==> config.mk <==
export PLATFORM = sky130hd
export DESIGN_NAME = alu_mc_flat
export DESIGN_NICKNAME = d
export VERILOG_FILES = /design/src/rtl/alu_mc_pkg.sv /design/src/rtl/alu_mc_if.sv /design/src/rtl/alu_mc_iter.sv /design/src/rtl/alu_mc.sv /design/src/flat_wrapper.sv
export SDC_FILE = /design/constraint.sdc
export NUM_CORES = 1
export LEC_CHECK = 0
export BUFFER_PORTS_ARGS = -buffer_cell sky130_fd_sc_hd__buf_2
export CAP_MARGIN = 25
export CELL_PAD_IN_SITES_DETAIL_PLACEMENT = 1
export CELL_PAD_IN_SITES_GLOBAL_PLACEMENT = 1
export CORE_ASPECT_RATIO = 0.8
export CORE_UTILIZATION = 46
export DETAILED_ROUTE_END_ITERATION = 16
export GPL_TIMING_DRIVEN = 0
export PLACE_DENSITY = 0.85
export REMOVE_ABC_BUFFERS = 1
export SETUP_SLACK_MARGIN = 0.05
export SYNTH_ARGS = -nofsm -noshare
export SYNTH_HDL_FRONTEND = slang
export SYNTH_HIERARCHICAL = 1
export SYNTH_SLANG_ARGS = --single-unit
==> constraint.sdc <==
create_clock -name clk -period 11.95 [get_ports clk]
set_input_delay 0 -clock clk [delete_from_list [all_inputs] [get_ports clk]]
set_output_delay 0 -clock clk [all_outputs]
set_load 0.02 [all_outputs]
==> src/rtl/alu_mc_pkg.sv <==
`default_nettype none
// ============================================================================
// Module   : alu_mc_pkg
// Purpose  : Opcode/state types and op-class predicates for the alu_mc unit.
// Revision : 1.0
// ============================================================================
package alu_mc_pkg;

    // Base ops mirror the decoder's alu_op_t; bit 3 marks the M extension.
    typedef enum logic [3:0] {
        OP_ADD    = 4'd0,
        OP_SLL    = 4'd1,
        OP_SLT    = 4'd2,
        OP_SLTU   = 4'd3,
        OP_EXOR   = 4'd4,
        OP_SR     = 4'd5,
        OP_OR     = 4'd6,
        OP_AND    = 4'd7,
        OP_MUL    = 4'd8,
        OP_MULH   = 4'd9,
        OP_MULHSU = 4'd10,
        OP_MULHU  = 4'd11,
        OP_DIV    = 4'd12,
        OP_DIVU   = 4'd13,
        OP_REM    = 4'd14,
        OP_REMU   = 4'd15
    } alu_mc_op_t;

    typedef enum logic [1:0] {
        ST_IDLE = 2'd0,
        ST_MUL  = 2'd1,
        ST_DIV  = 2'd2,
        ST_DONE = 2'd3
    } alu_mc_state_t;

    function automatic logic is_mul(input alu_mc_op_t op);
        return op[3] && !op[2];
    endfunction

    function automatic logic is_div(input alu_mc_op_t op);
        return op[3] && op[2];
    endfunction

endpackage
`default_nettype wire

==> src/rtl/alu_mc_if.sv <==
`default_nettype none
// ============================================================================
// Module   : alu_mc_if
// Purpose  : Request/result handshake bundle between execute stage and alu_mc.
// Revision : 1.0
// ============================================================================
interface alu_mc_if #(
    parameter int WIDTH = 32
);
    import alu_mc_pkg::*;

    logic             in_valid;
    logic             in_ready;
    alu_mc_op_t       op;
    logic             sub_arith;
    logic [WIDTH-1:0] a;
    logic [WIDTH-1:0] b;
    logic             out_valid;
    logic             out_ready;
    logic [WIDTH-1:0] res;
    logic             out_err;
    logic             busy;

    modport master (
        output in_valid, op, sub_arith, a, b, out_ready,
        input  in_ready, out_valid, res, out_err, busy
    );

    modport slave (
        input  in_valid, op, sub_arith, a, b, out_ready,
        output in_ready, out_valid, res, out_err, busy
    );

endinterface
`default_nettype wire

==> src/rtl/alu_mc_iter.sv <==
`default_nettype none
// ============================================================================
// Module   : alu_mc_iter
// Purpose  : One combinational step of shift-add multiply or restoring divide.
// Revision : 1.0
// ============================================================================
module alu_mc_iter #(
    parameter int WIDTH = 32
) (
    input  wire logic             i_div,
    input  wire logic [WIDTH-1:0] i_hi,
    input  wire logic [WIDTH-1:0] i_lo,
    input  wire logic [WIDTH-1:0] i_opnd,
    output logic      [WIDTH-1:0] o_hi,
    output logic      [WIDTH-1:0] o_lo
);

    logic [WIDTH:0] w_sum;
    logic [WIDTH:0] w_shl;
    logic [WIDTH:0] w_diff;

    always_comb begin
        w_sum  = {1'b0, i_hi} + (i_lo[0] ? {1'b0, i_opnd} : {(WIDTH+1){1'b0}});
        w_shl  = {i_hi, i_lo[WIDTH-1]};
        w_diff = w_shl - {1'b0, i_opnd};
        if (i_div) begin
            // Borrow out of the top bit means the trial subtract must be undone.
            o_hi = w_diff[WIDTH] ? w_shl[WIDTH-1:0] : w_diff[WIDTH-1:0];
            o_lo = {i_lo[WIDTH-2:0], ~w_diff[WIDTH]};
        end else begin
            o_hi = w_sum[WIDTH:1];
            o_lo = {w_sum[0], i_lo[WIDTH-1:1]};
        end
    end

endmodule
`default_nettype wire

==> src/rtl/alu_mc.sv <==
`default_nettype none
// ============================================================================
// Module   : alu_mc
// Purpose  : Multi-cycle RV32IM execution unit; ALU_MC_DIV_EN enables divider.
// Revision : 1.0
// ============================================================================
module alu_mc #(
    parameter int WIDTH = 32
) (
    input  wire logic clk,
    input  wire logic reset,
    alu_mc_if.slave   bus
);
    import alu_mc_pkg::*;

    localparam int             SHW         = $clog2(WIDTH);
    localparam logic [SHW-1:0] c_CNT_LAST  = SHW'(WIDTH - 1);

    alu_mc_state_t    r_state;
    alu_mc_state_t    w_state_nxt;
    alu_mc_op_t       r_op;
    logic [SHW-1:0]   r_cnt;
    logic [WIDTH-1:0] r_hi;
    logic [WIDTH-1:0] r_lo;
    logic [WIDTH-1:0] r_opnd;
    logic             r_neg_q;
    logic [WIDTH-1:0] r_res;
    logic             r_err;

    logic             w_accept;
    logic [SHW-1:0]   w_sh;
    logic [WIDTH-1:0] w_base;
    logic             w_a_sgn;
    logic             w_b_sgn;
    logic [WIDTH-1:0] w_a_mag;
    logic [WIDTH-1:0] w_b_mag;
    logic             w_div_iter;
    logic [WIDTH-1:0] w_hi_n;
    logic [WIDTH-1:0] w_lo_n;
    logic [2*WIDTH-1:0] w_prod_raw;
    logic [2*WIDTH-1:0] w_prod_s;
    logic [WIDTH-1:0] w_final;

    assign w_accept = bus.in_valid && (r_state == ST_IDLE);
    assign w_sh     = bus.b[SHW-1:0];

    always_comb begin
        w_base = '0;
        case (bus.op)
            OP_ADD:  w_base = bus.sub_arith ? (bus.a - bus.b) : (bus.a + bus.b);
            OP_SLL:  w_base = bus.a << w_sh;
            OP_SLT:  w_base = {{(WIDTH-1){1'b0}}, ($signed(bus.a) < $signed(bus.b))};
            OP_SLTU: w_base = {{(WIDTH-1){1'b0}}, (bus.a < bus.b)};
            OP_EXOR: w_base = bus.a ^ bus.b;
            OP_SR: begin
                if (bus.sub_arith) w_base = $signed(bus.a) >>> w_sh;
                else               w_base = bus.a >> w_sh;
            end
            OP_OR:   w_base = bus.a | bus.b;
            OP_AND:  w_base = bus.a & bus.b;
            default: w_base = '0;
        endcase
    end

    // MUL takes the low half, which is sign-agnostic, so it runs unsigned.
    assign w_a_sgn = bus.a[WIDTH-1] && (bus.op == OP_MULH || bus.op == OP_MULHSU ||
                                        bus.op == OP_DIV  || bus.op == OP_REM);
    assign w_b_sgn = bus.b[WIDTH-1] && (bus.op == OP_MULH || bus.op == OP_DIV ||
                                        bus.op == OP_REM);
    assign w_a_mag = w_a_sgn ? (~bus.a + 1'b1) : bus.a;
    assign w_b_mag = w_b_sgn ? (~bus.b + 1'b1) : bus.b;

`ifdef ALU_MC_DIV_EN
    logic             r_neg_r;
    logic             w_b_zero;
    logic             w_div_ovf;
    logic [WIDTH-1:0] w_div_spec_res;

    assign w_b_zero   = (bus.b == '0);
    assign w_div_ovf  = (bus.op == OP_DIV || bus.op == OP_REM) &&
                        (bus.a == {1'b1, {(WIDTH-1){1'b0}}}) && (bus.b == '1);
    assign w_div_iter = !(w_b_zero || w_div_ovf);
    assign w_div_spec_res = bus.op[1] ? (w_b_zero ? bus.a : '0)
                                      : (w_b_zero ? '1    : bus.a);
`else
    assign w_div_iter = 1'b0;
`endif

    alu_mc_iter #(
        .WIDTH  (WIDTH)
    ) u_iter (
        .i_div  (r_state == ST_DIV),
        .i_hi   (r_hi),
        .i_lo   (r_lo),
        .i_opnd (r_opnd),
        .o_hi   (w_hi_n),
        .o_lo   (w_lo_n)
    );

    assign w_prod_raw = {w_hi_n, w_lo_n};
    assign w_prod_s   = r_neg_q ? (~w_prod_raw + 1'b1) : w_prod_raw;

    always_comb begin
        w_final = (r_op[1:0] == 2'b00) ? w_prod_s[WIDTH-1:0] : w_prod_s[2*WIDTH-1:WIDTH];
`ifdef ALU_MC_DIV_EN
        if (r_state == ST_DIV) begin
            if (r_op[1]) w_final = r_neg_r ? (~w_hi_n + 1'b1) : w_hi_n;
            else         w_final = r_neg_q ? (~w_lo_n + 1'b1) : w_lo_n;
        end
`endif
    end

    always_ff @(posedge clk or posedge reset) begin
        if (reset) r_state <= ST_IDLE;
        else       r_state <= w_state_nxt;
    end

    always_comb begin
        w_state_nxt = r_state;
        case (r_state)
            ST_IDLE: begin
                if (bus.in_valid) begin
                    if (is_mul(bus.op))                    w_state_nxt = ST_MUL;
                    else if (is_div(bus.op) && w_div_iter) w_state_nxt = ST_DIV;
                    else                                   w_state_nxt = ST_DONE;
                end
            end
            ST_MUL, ST_DIV: begin
                if (r_cnt == c_CNT_LAST) w_state_nxt = ST_DONE;
            end
            ST_DONE: begin
                if (bus.out_ready) w_state_nxt = ST_IDLE;
            end
            default: w_state_nxt = ST_IDLE;
        endcase
    end

    always_ff @(posedge clk or posedge reset) begin
        if (reset) begin
            r_op    <= OP_ADD;
            r_cnt   <= '0;
            r_hi    <= '0;
            r_lo    <= '0;
            r_opnd  <= '0;
            r_neg_q <= 1'b0;
            r_res   <= '0;
            r_err   <= 1'b0;
`ifdef ALU_MC_DIV_EN
            r_neg_r <= 1'b0;
`endif
        end else begin
            case (r_state)
                ST_IDLE: begin
                    if (w_accept) begin
                        r_op  <= bus.op;
                        r_cnt <= '0;
                        if (is_mul(bus.op)) begin
                            r_hi    <= '0;
                            r_lo    <= w_b_mag;
                            r_opnd  <= w_a_mag;
                            r_neg_q <= w_a_sgn ^ w_b_sgn;
                        end else if (is_div(bus.op)) begin
`ifdef ALU_MC_DIV_EN
                            r_hi    <= '0;
                            r_lo    <= w_a_mag;
                            r_opnd  <= w_b_mag;
                            r_neg_q <= w_a_sgn ^ w_b_sgn;
                            r_neg_r <= w_a_sgn;
                            r_res   <= w_div_spec_res;
                            r_err   <= 1'b0;
`else
                            r_res   <= '0;
                            r_err   <= 1'b1;
`endif
                        end else begin
                            r_res <= w_base;
                            r_err <= 1'b0;
                        end
                    end
                end
                ST_MUL, ST_DIV: begin
                    r_hi <= w_hi_n;
                    r_lo <= w_lo_n;
                    if (r_cnt == c_CNT_LAST) begin
                        r_res <= w_final;
                        r_err <= 1'b0;
                    end else begin
                        r_cnt <= r_cnt + SHW'(1);
                    end
                end
                default: ;
            endcase
        end
    end

    assign bus.in_ready  = (r_state == ST_IDLE);
    assign bus.out_valid = (r_state == ST_DONE);
    assign bus.busy      = (r_state != ST_IDLE);
    assign bus.res       = r_res;
    assign bus.out_err   = r_err;

endmodule
`default_nettype wire

==> src/flat_wrapper.sv <==
// flat-port wrapper written by rule: the top's interface ports become plain ports
module alu_mc_flat import alu_mc_pkg::*;
#(
    parameter int WIDTH = 32
)
  (clk, reset, bus_in_valid, bus_op, bus_sub_arith, bus_a, bus_b, bus_out_ready, bus_in_ready, bus_out_valid, bus_res, bus_out_err, bus_busy);
  alu_mc_if #(.WIDTH(WIDTH)) bus_i ();
  input  wire logic clk;
  input  wire logic reset;
  input wire logic [$bits(bus_i.in_valid)-1:0] bus_in_valid;
  input wire logic [$bits(bus_i.op)-1:0] bus_op;
  input wire logic [$bits(bus_i.sub_arith)-1:0] bus_sub_arith;
  input wire logic [$bits(bus_i.a)-1:0] bus_a;
  input wire logic [$bits(bus_i.b)-1:0] bus_b;
  input wire logic [$bits(bus_i.out_ready)-1:0] bus_out_ready;
  output wire logic [$bits(bus_i.in_ready)-1:0] bus_in_ready;
  output wire logic [$bits(bus_i.out_valid)-1:0] bus_out_valid;
  output wire logic [$bits(bus_i.res)-1:0] bus_res;
  output wire logic [$bits(bus_i.out_err)-1:0] bus_out_err;
  output wire logic [$bits(bus_i.busy)-1:0] bus_busy;
  assign bus_i.in_valid = bus_in_valid;
  assign bus_i.op = bus_op;
  assign bus_i.sub_arith = bus_sub_arith;
  assign bus_i.a = bus_a;
  assign bus_i.b = bus_b;
  assign bus_i.out_ready = bus_out_ready;
  assign bus_in_ready = bus_i.in_ready;
  assign bus_out_valid = bus_i.out_valid;
  assign bus_res = bus_i.res;
  assign bus_out_err = bus_i.out_err;
  assign bus_busy = bus_i.busy;
  alu_mc #(.WIDTH(WIDTH)) u_core (.clk(clk), .reset(reset), .bus(bus_i));
endmodule
==> summary.md, run 1 <==
| Metric | Value |
|---|---|
| Pre-antenna DRT Iters | `6` |
| Yosys cell types | `slightly below 90` |
| Ports | `109` |
| Dpl cell area | `23400 sq um` |
| Status | `complete, no violations` |
| Skew-Pair Late Insertion Delay | `0.46 ns` |
| Root buffer cell | `clkbuf_16` |
| Layout cells sized above 1 | `10.9%` |
| DR vias | `25100` |
| Fin. Hold Viols | `0` |
| #FFs+latches synth | `around 140` |
| Register area share after synthesis | `15.5%` |
| FF-to-FF End | `u_core/bus.res[29]` |
| GR peak layer | `met2` |
| Yosys warnings | `6` |
| Met3 GRT Util | `7.74%` |
| First-pass GRT wire length | `155000 um` |
| DRC Markers | `0` |
| Most frequent cells in the layout | `344 x nand2_1, 266 x o21ai_0, 261 x nor2_1` |
| H-tree Lvls | `4` |
| Worst min path class | `input port to register` |
| Core box area | `48300 sq um` |
| Crit share post-route | `65.6%` |
| Detailed placement HPWL | `78800 um` |
| CTS clk-pin slew, worst paths | `0.07 ns` |
| Worst slew pin tran | `1.24 ns` |
| WL/cell | `between 20 and 30 um` |
| Reg2reg path depth | `21` |
| Starting density of the core | `approximately 47%` |
| Mean Syn Cell Area | `roughly 7.4 sq um` |
| DIE WIDTH | `between 200 and 250 um` |
| Clock Skews | `0.0193 ns` |
| CTS tree | `done` |
| Worst slew margin | `16.0%` |
| Max Fanout on Critical Path | `30` |
| Resized cells post-CTS | `0` |
| Avg Vias per Cell | `about 7.0` |
| Initial DRC Count | `3076` |
| IO Port Bufs | `between 100 and 150` |
| RSZ-0062 raised after global routing | `false` |
| Row count | `72` |
| Die height | `200 um` |
| Hold Crit Start | `bus_op[0]` |
| Commonest non-fill, non-tap cell in the layout | `nand2_1` |
| Clock Sink Count | `139` |
| GR Layer Usage met2 | `65.1%` |
| Number of global-route vias before repair | `approximately 25000` |
| Cells after Synth | `3034` |
| Depth of the worst hold-timing path | `2` |
| Worst r2r src | `u_core/r_lo[31]` |
| Number of flops mapped to enable cells by yosys | `0` |
| M1 GR Usage | `between 50% and 60%` |
| Post-route ant nets | `0` |
| Synth-to-layout area growth | `7.18%` |
| Critical Path Sink Type | `register` |
| Largest net degree at the start of global routing | `96` |
| Grt total ovfl | `0` |
| Critical Path AT | `8.15 ns` |
| Nets | `~3200` |
| Lkg Pwr | `a little over 0.01 uW` |
| Fmax achieved | `around 0.13 GHz` |
| Data required, critical path | `~12 ns` |
| Crit Path Class | `register to register` |
| CP startpoint | `u_core/r_lo[31]` |
| Pwr/cell area | `229 nW/um^2` |
| Clk buf depth | `2` |
| Die area | `49700 sq um` |
| Max Slew Vio Count | `0` |
| Setup violations, final | `0` |
| Main synth FF type | `dfrtp_1` |
| Minimum clock period | `between 7 and 8 ns` |
| Drt total wl | `just over 100000 um` |
| Post-Syn Area | `22500 sq um` |
| Gr usage total | `40.8%` |
| Initial antenna violation count | `3` |
| Routability Congestion | `1.01` |
| Num CTS Buffers | `17` |
| Worst vdd ir | `0.000186 V` |
| Setup Total Neg Slack | `0 ns` |
| Finished Cell Area | `24100 sq um` |
| Reg-to-reg slack, setup | `4.11 ns` |
| MaxCap Viol Count | `0` |
| Setup crit start kind | `register` |
| Post-synth ARST share | `100%` |
| Min-Delay Endpoint | `u_core/r_op[0]` |
-- per-stage QoR --
| stage | util [%] | worst slack [ns] | instances | hold WS, ns | total power, uW |
|---|---|---|---|---|---|
| floorplan | - | 4.30 | 2804 | 0.150 | 3440 |
| global route | 49.8 | 4.03 | 3607 | 0.0309 | 5820 |
| CTS | 49.8 | 4.30 | 3605 | 0.00467 | 5350 |
| detailed placement | 48.5 | 4.34 | 3570 | 0.0626 | 4770 |
| finish | 49.9 | 4.11 | 3608 | 0.0156 | 5500 |
| global placement | 47.4 | 1.23 | 3541 | 0.392 | 4540 |
-- state kept, by name (all words and copies together) (netlist names) --
| register | flops |
|---|---|
| u_core/r_cnt | 5 |
| u_core/r_state | 2 |
| u_core/r_neg_q | 1 |
| u_core/r_hi | 32 |
| u_core/r_op | 2 |
| u_core/r_opnd | 32 |
| u_core/bus.res | 32 |
| u_core/bus.out_err | 1 |
| u_core/r_lo | 32 |
-- report_power, final --
part / total (uW) / internal, uW / switching (uW)
clock network: 542 / 311 / 231
registers: 859 / 665 / 195
logic: 4100 / 1410 / 2690
-- cell type report --
| cell class | count | area (sq um) |
|---|---|---|
| flip-flops and latches | 139 | 3480 |
| multi-input cells | 2506 | 17600 |
| clock buffers | 20 | 447 |
| inverters | 159 | 602 |
| clock inverters | 11 | 121 |
| fillers | 6036 | 24200 |
| diodes | 1 | 2.50 |
| repair buffers | 143 | 1080 |
| well taps | 629 | 787 |
-- worst max path at each step --
stage                         endpoint
floorplan               u_core/r_hi[0]
global placement       u_core/r_hi[31]
detailed placement  u_core/bus.res[29]
CTS                 u_core/bus.res[29]
global route        u_core/bus.res[29]
finish              u_core/bus.res[29]
-- per-layer routing --
layer	vias up	wire, um	share of wire [%]
met1	12500	43000	41
li1	11000	-	-
met2	1397	45900	44
met5	-	0	0
met4	0	4350	4.2
met3	254	10400	10
-- critical path: stages (launching register included) --
cell,delay [ns]
dfrtp_1,0.35
inv_1,0.14
ha_1,0.28
fa_1,0.43
inv_1,0.11
a21oi_1,0.06
o21ai_0,0.37
a21o_2,0.30
a21oi_2,0.13
nor4_1,0.44
or3_2,0.82
mux2i_1,0.17
mux2_2,0.35
or4_1,0.61
or4_1,0.71
nand2b_1,0.32
or2_1,0.40
or4_4,0.55
a21oi_1,0.20
nor3_1,0.10
a211oi_1,0.65
o22ai_1,0.14
-- cells in the mapped netlist, types with 16 or more instances --
cell type	number	area share, %
a221oi_1	27	1.1
nand3_1	52	1.2
inv_1	155	2.6
mux2i_1	82	3.7
nand2_1	344	5.7
nand2b_1	18	0.50
a211oi_1	40	1.3
and2_1	44	1.2
nor2_1	263	4.4
o41ai_1	22	0.86
o31ai_1	35	1.2
clkbuf_1	195	3.3
mux4_2	66	6.6
mux2_2	50	2.5
xor2_1	62	2.4
a31oi_1	47	1.3
a21o_1	43	1.4
o211ai_1	41	1.4
nor3_1	52	1.2
nand4_1	19	0.53
o221ai_1	23	0.90
ha_1	171	9.5
nor4_1	33	0.92
a21oi_1	259	5.8
a22oi_1	21	0.70
or3_1	21	0.58
dfrtp_1	139	15
xnor2_1	132	5.1
o21a_1	16	0.53
buf_1	25	0.42
nor2b_1	27	0.75
o21ai_0	267	5.9
o21bai_1	23	0.77
-- cells by family (layout without fill, tap and decap cells) --
logic type,after synthesis,after routing,share of synthesized area (%)
AO/OA/AOI/OAI,992,992,28.1
AND/OR/NAND/NOR,947,947,19.4
buffers and inverters,389,333,6.71
multiplexers,198,198,12.8
XOR/XNOR,194,194,7.57
adder cells (fa/ha/maj),175,175,9.88
flip-flops,139,139,15.5
other,0,1,0
-- timing repair --
item,4_1_cts,5_1_grt
endpoints found under the hold margin,47,0
setup buffers,0,0
hold buffers,4,0
(Power assumes the default switching activity.)
==> inputs of run 2 (changes only) <==
--- a/config.mk
+++ b/config.mk
@@ -5,15 +5,16 @@
 export SDC_FILE = /design/constraint.sdc
 export NUM_CORES = 1
 export LEC_CHECK = 0
+export ABC_AREA = 1
 export BUFFER_PORTS_ARGS = -buffer_cell sky130_fd_sc_hd__buf_2
 export CAP_MARGIN = 25
 export CELL_PAD_IN_SITES_DETAIL_PLACEMENT = 1
 export CELL_PAD_IN_SITES_GLOBAL_PLACEMENT = 1
 export CORE_ASPECT_RATIO = 0.8
-export CORE_UTILIZATION = 46
+export CORE_UTILIZATION = 44
 export DETAILED_ROUTE_END_ITERATION = 16
 export GPL_TIMING_DRIVEN = 0
-export PLACE_DENSITY = 0.85
+export PLACE_DENSITY = 0.87
 export REMOVE_ABC_BUFFERS = 1
 export SETUP_SLACK_MARGIN = 0.05
 export SYNTH_ARGS = -nofsm -noshare
==> constraint.sdc (replaced) <==
create_clock -name clk -period 7.87 [get_ports clk]
set_input_delay 0 -clock clk [delete_from_list [all_inputs] [get_ports clk]]
set_output_delay 0 -clock clk [all_outputs]
set_load 0.02 [all_outputs]
==> summary.md, run 2 <==
| Metric | Value |
|---|---|
| Status | `complete, no violations` |
| MaxCap Viol Count | `0 (unchanged)` |
| DRC Markers | `0 (unchanged)` |
| Fmax achieved | `0.178 GHz (+40%)` |
| Critical Path AT | `5.93 ns (-2.22 ns)` |
| P_int | `3730 uW (+56%)` |
| Setup crit start kind | `register` |
| Commonest cells in the netlist | `1869 x nand2_1, 638 x inv_1, 521 x nand3_1` |
| First-pass GRT wire length | `208000 um (+34%)` |
| Yosys cell types | `70 (-20%)` |
| H-tree Lvls | `4 (unchanged)` |
| Register area share after synthesis | `13.0% (-2.5 points)` |
| Detailed placement HPWL | `114000 um (+45%)` |
| RSZ-0062 raised after global routing | `false` |
| Fin. Hold Viols | `0 (unchanged)` |
| WL/cell | `24.4 um (-15%)` |
| Setup violations, final | `0 (unchanged)` |
| Worst slew pin tran | `1.13 ns (-0.115 ns)` |
| #FFs+latches synth | `139 (unchanged)` |
| Total power | `10300 uW (+88%)` |
| Cell with the most instances after synthesis | `nand2_1` |
| Synth top area cells | `nand2_1 26%, dfrtp_1 13%, nand3_1 9.7%` |
| Avg Vias per Cell | `6.12 (-12%)` |
| Main synth FF type | `dfrtp_1` |
| Most frequent cells in the layout | `1869 x nand2_1, 636 x inv_1, 521 x nand3_1` |
| Worst slew margin | `24.6% (+8.6 points)` |
| Pwr/cell area | `361 nW/um^2 (+58%)` |
| Setup Total Neg Slack | `0 ns (unchanged)` |
| Root buffer cell | `clkbuf_16` |
| Sw Share | `63.9% (+7.3 points)` |
| IO Port Bufs | `108 (unchanged)` |
| Commonest non-fill, non-tap cell in the layout | `nand2_1` |
| Num CTS Buffers | `17 (unchanged)` |
| Crit-path cells | `inv_1, ha_4, clkinv_2, nand2_1, nand2_1, inv_1, nand2_1, nor3_1, a21oi_1, nor2_1, nand2_1, nand2_1, o21ai_0, a21oi_1, a21boi_1` |
| Initial DRC Count | `4442 (+44%)` |
| Number of global-route vias before repair | `33800 (+37%)` |
| Yosys warnings | `6 (unchanged)` |
| Top delay family on crit path | `simple AND/OR/NAND/NOR gates` |
| Core box area | `60000 sq um (+24%)` |
| Worst vdd ir | `0.000916 V (+390%)` |
| Row count | `80 (+11%)` |
| Skew-Pair Late Insertion Delay | `0.46 ns (about the same)` |
| Mean Syn Cell Area | `5.34 sq um (-28%)` |
| Post-route ant nets | `0 (unchanged)` |
| CP max-delay cell | `clkinv_2` |
| CTS clk-pin slew, worst paths | `0.07 ns (about the same)` |
| Drt total wl | `141000 um (+36%)` |
| Post-synth ARST share | `100% (unchanged)` |
| Critical Path Sink Type | `register` |
| Synth area leader | `nand2_1` |
| Crit share post-route | `71.3% (+5.7 points)` |
| Max incr delay on CP | `1.02 ns (+0.20 ns)` |
| DIE WIDTH | `278 um (+12%)` |
| Number of flops mapped to enable cells by yosys | `0 (unchanged)` |
| Lkg Pwr | `0.0156 uW (+55%)` |
| CTS tree | `done` |
| Nets | `5249 (+63%)` |
| Clk pwr share | `8.3% (-1.5 points)` |
| Pre-antenna DRT Iters | `8 (+2)` |
| Synth-to-layout area growth | `6.84%` |
| Worst min path class | `input port to register` |
| Buffer and inverter count on the worst path | `3 (+1)` |
| Die height | `223 um (+12%)` |
| Reg power frac | `14.1% (-1.5 points)` |
| Dpl cell area | `27800 sq um (+19%)` |
| Combinational Power Share | `77.6% (+3.1 points)` |
| Max Slew Vio Count | `0 (unchanged)` |
| Clk buf depth | `2 (unchanged)` |
| Fin Hold WS | `0.0673 ns (+0.0517 ns)` |
| Cells after Synth | `5027 (+66%)` |
| Starting density of the core | `44.7% (-1.8 points)` |
| CP most frequent cell | `nand2_1` |
| Ports | `109 (unchanged)` |
| Largest net degree at the start of global routing | `87 (-9.4%)` |
| Top-area cell type share of the netlist area | `26.2% (+11 points)` |
| Grt total ovfl | `0 (unchanged)` |
| # Post-CTS Setup Buffers | `0 (unchanged)` |
| Routability Congestion | `1.10 (+8.7%)` |
| Max Fanout on Critical Path | `69 (+130%)` |
| Initial antenna violation count | `4 (+1)` |
| Net switching power | `6610 uW (+110%)` |
| Die area | `62000 sq um (+25%)` |
| Finished Cell Area | `28700 sq um (+19%)` |
| Minimum clock period | `5.61 ns (-2.23 ns)` |
| Crit Path Class | `register to register` |
| Final Core Density | `47.8% (-2.1 points)` |
| Gr usage total | `44.4% (+3.6 points)` |
| Layout cells sized above 1 | `6.34% (-4.6 points)` |
| Data required, critical path | `8.19 ns (-4.07 ns)` |
| Post-Syn Area | `26800 sq um (+19%)` |
| Clock Sink Count | `139 (unchanged)` |
| DR vias | `35500 (+41%)` |
| Clock Skews | `0.0124 ns (-0.00688 ns)` |
==> run 2: changes by cell type in the layout (fill, tap and decap cells not counted), moves of 66 or more <==
cell	before	now
nand3_1	51	521
nand2_1	344	1869
mux2i_1	82	1
inv_1	153	636
mux4_2	66	0
xnor2_1	132	9
nor2_1	261	447
==> run 2: kinds of logic (layout without fill, tap and decap cells) <==
kind of cell | count (synthesis) | in the layout | share of synthesized area, %
and+or+nand+nor | 3118 | 3118 | 49.5
buffers and inverters | 857 | 844 | 13.0
AOI/OAI and AO/OA | 676 | 676 | 14.3
adders and majority gates | 175 | 175 | 8.28
DFF | 139 | 139 | 13.0
xor gates and xnor gates | 61 | 61 | 1.99
muxes | 1 | 1 | 0.0373
other | 0 | 4 | 0
==> run 2: cell type report <==
cell class	count	area, sq um
clock buffers	18	439
clock inverters	14	160
diodes	4	10.0
flip-flops and latches	139	3480
inverters	665	2510
repair buffers	147	1170
well taps	779	975
multi-input cells	4031	19900
fillers	8904	31300
==> run 2: routing by layer <==
layer  global-route usage, %  part of all wire, %
met1                    61.3                   43
met2                    62.2                   39
met3                    16.0                   14
met4                    16.1                  3.9
met5                    3.42                 0.22
==> run 2: tightest hold or removal path: cells and delay by family <==
family	cells	cell delay, ns
buffers and inverters	1	0.27
and+or+nand+nor	1	0.14
AOI/OAI and AO/OA	1	0.07
==> run 2: repair_timing <==
item | in CTS | in global routing
gates resized for setup | 0 | 0
endpoints found under the hold margin | 74 | 0
hold buffers | 16 | 0
==> run 2: through the flow <==
step           instances  setup slack [ns]
5_1_grt             5793              2.17
4_1_cts             5786              2.60
3_3_place_gp        5722            -0.468
3_5_place_dp        5738              2.64
6_report            5797              2.26
2_1_floorplan       4835              2.66
==> run 2: path summary, 6_finish.rpt <==
check	startpoint	to	slack [ns]	cells after the start
min in group asynchronous	reset	u_core/r_hi[22]	0.18	3
setup reg to reg	u_core/r_state[0]	u_core/bus.res[3]	2.26	15
setup / recovery	u_core/r_state[0]	u_core/bus.res[3]	2.26	15
hold / removal	bus_a[15]	u_core/r_opnd[15]	0.07	3
hold reg to reg	u_core/bus.res[18]	u_core/bus.res[18]	0.48	2
max in group asynchronous	reset	u_core/r_opnd[24]	6.86	4
==> run 2: power groups by stage <==
stage	clock [uW]	sequential, uW	combinational [uW]
global route	887	1470	8640
CTS	856	1430	7710
detailed placement	0	1440	7600
floorplan	0	1340	4910
global placement	0	1470	7160
finish	857	1460	8030
